**src/rtl/decode_pkg.sv**
```systemverilog
// Shared decode definitions: opcode map, instruction field positions and the
// registered decode bundle handed to execute.
package decode_pkg;

  localparam logic [5:0] OP_ADD  = 6'b110001;
  localparam logic [5:0] OP_LDW  = 6'b010111;
  localparam logic [5:0] OP_MUL  = 6'b100111;
  localparam logic [5:0] OP_BLT  = 6'b010110;
  localparam logic [5:0] OP_STW  = 6'b010101;
  localparam logic [5:0] OP_BR   = 6'b000110;
  localparam logic [5:0] OP_ADDI = 6'b000100;
  localparam logic [5:0] OP_BEQ  = 6'b100110;
  localparam logic [5:0] OP_BNE  = 6'b011110;
  localparam logic [5:0] OP_JMP  = 6'b111010;
  localparam logic [5:0] OP_CALL = 6'b000000;
  localparam logic [5:0] OP_SUBI = 6'b011111;
  localparam logic [5:0] OP_NOPE = 6'b111111;

  localparam logic [5:0] LINK_REG = 6'd31;

  localparam int OP_LSB  = 0;
  localparam int A_LSB   = 27;
  localparam int B_LSB   = 22;
  localparam int C_LSB   = 17;
  localparam int IMM_LSB = 6;

  typedef struct packed {
    logic [5:0]  opcode;
    logic [31:0] a;
    logic [31:0] b;
    logic [31:0] sign_ext;
    logic [5:0]  src_reg;
    logic [5:0]  targ_reg;
    logic [5:0]  dest_reg;
  } decode_out_t;

  // NOPE itself is treated as "not a real instruction" by the decoder.
  function automatic logic is_real_op(input logic [5:0] op);
    case (op)
      OP_ADD, OP_LDW, OP_MUL, OP_BLT, OP_STW, OP_BR, OP_ADDI,
      OP_BEQ, OP_BNE, OP_JMP, OP_CALL, OP_SUBI: is_real_op = 1'b1;
      default:                                  is_real_op = 1'b0;
    endcase
  endfunction

  function automatic logic reads_b(input logic [5:0] op);
    case (op)
      OP_ADD, OP_MUL, OP_STW, OP_BEQ, OP_BNE, OP_BLT: reads_b = 1'b1;
      default:                                        reads_b = 1'b0;
    endcase
  endfunction

endpackage

```
**src/rtl/decode_regfile.sv**
```systemverilog
// 32x32 register file: two async read ports with writeback bypass, one sync
// write port, r0 hardwired to zero, indices >= 32 on the write port dropped.
module regfile_40
  import decode_pkg::*;
(
  input  logic        clk_40,
  input  logic        rst_40,
  input  logic [4:0]  rd_a_addr,
  input  logic [4:0]  rd_b_addr,
  output logic [31:0] rd_a_data,
  output logic [31:0] rd_b_data,
  input  logic        wr_en,
  input  logic [5:0]  wr_addr,
  input  logic [31:0] wr_data
);

  logic [31:0] regs [32];
  logic        wr_hit;

  assign wr_hit = wr_en && !wr_addr[5] && (wr_addr[4:0] != 5'd0);

  always_ff @(posedge clk_40 or negedge rst_40) begin
    if (!rst_40) begin
      for (int i = 0; i < 32; i++) regs[i] <= '0;
    end else if (wr_hit) begin
      regs[wr_addr[4:0]] <= wr_data;
    end
  end

  // Same-cycle writeback is forwarded so decode never sees a stale value.
  always_comb begin
    rd_a_data = '0;
    if (rd_a_addr != 5'd0) begin
      if (wr_hit && wr_addr[4:0] == rd_a_addr) rd_a_data = wr_data;
      else                                     rd_a_data = regs[rd_a_addr];
    end
  end

  always_comb begin
    rd_b_data = '0;
    if (rd_b_addr != 5'd0) begin
      if (wr_hit && wr_addr[4:0] == rd_b_addr) rd_b_data = wr_data;
      else                                     rd_b_data = regs[rd_b_addr];
    end
  end

endmodule

```
**src/rtl/decode.sv**
```systemverilog
// Decode / register-read stage: field extraction, operand read, load-use
// hazard detection and the output register feeding execute.
module decode
  import decode_pkg::*;
#(
  parameter logic [5:0] NOPE_OP = OP_NOPE,
  parameter logic [5:0] RA_REG  = LINK_REG
) (
  input  logic        clk_40,
  input  logic        rst_40,
  input  logic [31:0] instr_40,
  input  logic [31:0] pc_40,
  input  logic        instr_valid_40,
  input  logic        flush_40,
  input  logic        wb_en_40,
  input  logic [5:0]  wb_reg_40,
  input  logic [31:0] wb_data_40,
  output logic        stall_40,
  output logic [5:0]  opcode_40,
  output logic [31:0] a_40,
  output logic [31:0] b_40,
  output logic [31:0] sign_ext_40,
  output logic [5:0]  src_reg_40,
  output logic [5:0]  targ_reg_40,
  output logic [5:0]  dest_reg_40
);

  logic [5:0]  op;
  logic [4:0]  fa, fb, fc;
  logic [15:0] imm16;
  logic [31:0] rf_a, rf_b;
  logic        hazard;
  decode_out_t cur_q, nxt;

  assign op    = instr_40[OP_LSB +: 6];
  assign fa    = instr_40[A_LSB +: 5];
  assign fb    = instr_40[B_LSB +: 5];
  assign fc    = instr_40[C_LSB +: 5];
  assign imm16 = instr_40[IMM_LSB +: 16];

  regfile_40 u_regfile (
    .clk_40    (clk_40),
    .rst_40    (rst_40),
    .rd_a_addr (fa),
    .rd_b_addr (fb),
    .rd_a_data (rf_a),
    .rd_b_data (rf_b),
    .wr_en     (wb_en_40),
    .wr_addr   (wb_reg_40),
    .wr_data   (wb_data_40)
  );

  // The last issued instruction is the output register itself; a bubble
  // issues NOPE, so the hazard clears on its own one cycle later.
  always_comb begin
    hazard = 1'b0;
    if (instr_valid_40 && cur_q.opcode == OP_LDW && cur_q.dest_reg != 6'd0) begin
      if ({1'b0, fa} == cur_q.dest_reg)                 hazard = 1'b1;
      if (reads_b(op) && {1'b0, fb} == cur_q.dest_reg)  hazard = 1'b1;
    end
  end

  assign stall_40 = hazard && !flush_40;

  always_comb begin
    nxt        = '0;
    nxt.opcode = NOPE_OP;
    if (instr_valid_40 && !flush_40 && !hazard && is_real_op(op)) begin
      nxt.opcode   = op;
      nxt.a        = rf_a;
      nxt.b        = rf_b;
      nxt.sign_ext = {{16{imm16[15]}}, imm16};
      nxt.src_reg  = {1'b0, fa};
      nxt.targ_reg = {1'b0, fb};
      case (op)
        OP_ADD, OP_MUL:           nxt.dest_reg = {1'b0, fc};
        OP_ADDI, OP_SUBI, OP_LDW: nxt.dest_reg = {1'b0, fb};
        OP_CALL: begin
          nxt.dest_reg = RA_REG;
          nxt.b        = pc_40 + 32'd4;
        end
        default:                  nxt.dest_reg = 6'd0;
      endcase
    end
  end

  always_ff @(posedge clk_40 or negedge rst_40) begin
    if (!rst_40) begin
      cur_q        <= '0;
      cur_q.opcode <= NOPE_OP;
    end else begin
      cur_q <= nxt;
    end
  end

  assign opcode_40   = cur_q.opcode;
  assign a_40        = cur_q.a;
  assign b_40        = cur_q.b;
  assign sign_ext_40 = cur_q.sign_ext;
  assign src_reg_40  = cur_q.src_reg;
  assign targ_reg_40 = cur_q.targ_reg;
  assign dest_reg_40 = cur_q.dest_reg;

endmodule

```
**config.mk**
```make
export PLATFORM = sky130hd
export DESIGN_NAME = decode
export DESIGN_NICKNAME = d
export VERILOG_FILES = /design/src/rtl/decode_pkg.sv /design/src/rtl/decode_regfile.sv /design/src/rtl/decode.sv
export SDC_FILE = /design/constraint.sdc
export NUM_CORES = 2
export LEC_CHECK = 0
export BUFFER_PORTS_ARGS = -buffer_cell sky130_fd_sc_hd__buf_2
export CAP_MARGIN = 20
export CORE_MARGIN = 2
export CORE_UTILIZATION = 30
export DETAILED_ROUTE_END_ITERATION = 16
export SYNTH_ARGS = -nofsm -noshare
export SYNTH_HDL_FRONTEND = slang
export SYNTH_SLANG_ARGS = --single-unit
export TNS_END_PERCENT = 100
```
**constraint.sdc**
```tcl
create_clock -name clk_40 -period 3.2 [get_ports clk_40]
set_clock_uncertainty 0.1 [all_clocks]
set_input_delay 0.8 -clock clk_40 [delete_from_list [all_inputs] [get_ports clk_40]]
set_output_delay 0.8 -clock clk_40 [all_outputs]
set_load 0.02 [all_outputs]
```
==> flow_metrics.tcl <==
set metrics [dict create \
    wire_per_inst_um 30.26 \
    powerDensity_nw_per_um2 547.6 \
    grt_use_total_pct 20.88 \
    areaGrowthSynthToFinish_pct 18.08 \
    p_seq_share_pct 45.2 \
    holdPathStages 2 \
    async_flop_share_pct 100.0 \
    swShare_pct 26.15 \
    p_int_mw 28.04 \
    synth_warnings 0 \
    drive_above_1_share_pct 54.60 \
    grt_pass1_vias 40116 \
    fin_cells 6906 \
    crit_arrival_ps 2200 \
    combPwrFrac_pct 15.9 \
    gr-total-overflow 0 \
    fillers 18564 \
    h-tree-depth 3 \
    hp-class "in2reg" \
    synth_flop_cell "dfrtp_1" \
    crit_path_end_kind "output port" \
    drc 0 \
    num_vias 39091 \
    cts_buffers 121 \
    vias_per_cell 5.660 \
    synth-seq-cells 1125 \
    synthTopCellsByArea "dfrtp_1 48%, mux4_2 20%, mux2_2 19%, mux2i_1 1.8%, o22ai_1 1.6%" \
    ys_types 76 \
    ant_nets 0 \
    synthesis.area_um2 58720 \
    r2r_cells 7 \
    grt_max_degree 109 \
    p_clk_share_pct 38.9 \
    synth_cells 3956 \
    start_util_pct 30.15 \
    critPathRequiredTime_ps 2300 \
    dp.cells 6672 \
    synth_top_area_share_pct 47.69 \
    place_congestion 0.8641 \
    core_region_area_um2 194800 \
    firstDrtPassIters 7 \
    final_cell_mix "1,114 x dfrtp_1, 998 x mux2_2, 511 x mux4_2" \
    grt_pass1_wl_um 301600 \
    rsz0062_at_grt "false" \
    status "finished, final reports clean" \
    nNetsFinal 4282 \
    fmax_mhz 322.4 \
    worst_pin_slew_ps 1039 \
    finalSetupViolations 0 \
    place.port_buffers 224 \
    finalWorstPathRequiredPeriod_ps 3102 \
    critPathLaunchType "flop" \
    antenna_found_initial 29 \
    finalWirelength_um 209000 \
    hold_viol 0 \
    cts_sinks 1125 \
    critPathKind "reg2out" \
    chipWidth_um 446.4 \
    dieArea_um2 199300 \
    drtIter0Drc 3495 \
    clock-root-buffer "clkbuf_16" \
    drv_slew 0 \
    cts_tree "yes" \
    seq_area_frac_synth_pct 47.96 \
    clkTransAtPathRegs_ps 60 \
    cap_viol_max_count 0 \
    p_leak_nw 31.13 \
    synth_largest_area_cell "dfrtp_1" \
    cts_buffer_depth 3 \
    fin_crit_sh_pct 96.94 \
    crit_fanout 4 \
    clk_latency_ps 760 \
    synth_edf_count 0 \
    vdd_drop_max_mv 0.4625 \
    pin_count 228 \
    fin_setup_tns_ps 0 \
    layout_commonest_cell "dfrtp_1" \
    switchingPower_mw 9.927 \
    detailed_place_hpwl_um 135800 \
    syn_avg_cell_area_um2 14.84 \
    relSlewSlack_pct 30.59 \
    rows 162 \
    chipHeight_um 446.4 \
]
-- registers in the layout, indices dropped and copies added, names as in the netlist --
| name | cells |
|---|---|
| a_40 | 32 |
| b_40 | 32 |
| dest_reg_40 | 5 |
| opcode_40 | 6 |
| sign_ext_40 | 16 |
| src_reg_40 | 5 |
| targ_reg_40 | 5 |
| u_regfile.regs | 1024 |
-- worst paths after layout --
path                                           start              endpoint  slack (ps)
worst max-delay path                  dest_reg_40[1]              stall_40         100
worst min register to register  u_regfile.regs[1002]  u_regfile.regs[1002]         300
min in group asynchronous                     rst_40               b_40[0]         530
worst max register to register        dest_reg_40[1]               b_40[4]         430
max in group asynchronous                     rst_40   u_regfile.regs[490]        1310
worst min-delay path                    instr_40[12]        sign_ext_40[6]         190
-- routing by layer --
metal | global-route usage [%] | vias to the layer above | share of wire, %
met1 | 26.64 | 21213 | 39
met2 | 34.30 | 1672 | 48
met3 | 3.991 | 483 | 6.9
li1 | - | 15713 | -
met5 | 0 | - | 0.030
met4 | 9.518 | 10 | 5.3
-- logic make-up after synthesis --
logic type | synth area share [%]
mux | 40.58
flops | 47.96
buf+inv | 3.669
simple gates | 3.456
compound gates | 3.624
xor+xnor | 0.6861
fa+ha+maj | 0.02130
other cells | 0.006386
-- cell type report --
cell class	instances	area [um^2]	share of cell area [%]
well taps	2624	3283	4.735
clock inverters	45	563.0	0.8121
inverters	9	33.78	0.04872
diodes	9	22.52	0.03248
repair buffers	552	4979	7.180
flip-flops and latches	1125	28170	40.62
multi-input cells	2365	28680	41.36
clock buffers	177	3612	5.210
-- critical path, stage by stage (launching register included) --
cell	delay, ps
dfrtp_2	440
or4_4	560
o221ai_4	230
nor2_1	50
buf_2	160
-- cell usage after synthesis, drive strengths merged (5+ instances only) --
cell type	instances
mux2i	107
nor3b	7
a221oi	7
clkbuf	231
o211ai	15
mux4	511
and3	33
inv	8
and4	5
nor2	78
a21oi	25
or3	6
nand4	18
nor4	42
dfrtp	1119
buf	228
a211oi	24
nor3	18
nand2b	9
mux2	999
a2111oi	6
and2	7
xor2	16
o22ai	147
o21ai	24
dfstp	6
nand3b	6
nand3	37
nand2	80
nor2b	23
a22oi	31
xnor2	30
a31oi	14
-- power groups by stage --
stage                     Sequential, mW  Clock [mW]  Combinational [mW]
after global placement              17.3           0                5.93
after CTS                           17.1        15.0                6.06
after global routing                17.3        15.6                6.44
final                               17.2        14.8                6.03
after detailed placement            17.4           0                6.03
after floorplan                     16.9           0                4.28
-- through the flow --
stage / hold slack, ps / total power [mW] / util [%] / instance area [um^2] / worst slack [ps]
2_1_floorplan: 341.3 / 21.19 / - / 58730 / 97.16
3_3_place_gp: 277.1 / 23.19 / 33.39 / 65050 / -318.8
3_5_place_dp: 283.6 / 23.39 / 33.39 / 65050 / -246.5
4_1_cts: 145.2 / 38.20 / 35.57 / 69290 / 3.577
5_1_grt: 164.0 / 39.41 / 35.59 / 69320 / 4.685
6_report: 187.5 / 37.97 / 35.59 / 69330 / 97.90
-- what timing repair did --
action                     4_1_cts  5_1_grt
setup buffers                    1        1
setup endpoints to repair        1        1
gates resized for setup          8        6
hold buffers                     1        0
hold endpoints to repair        20        0
pin swaps                        2        2
Note: power is estimated with default switching activity, not from simulation.
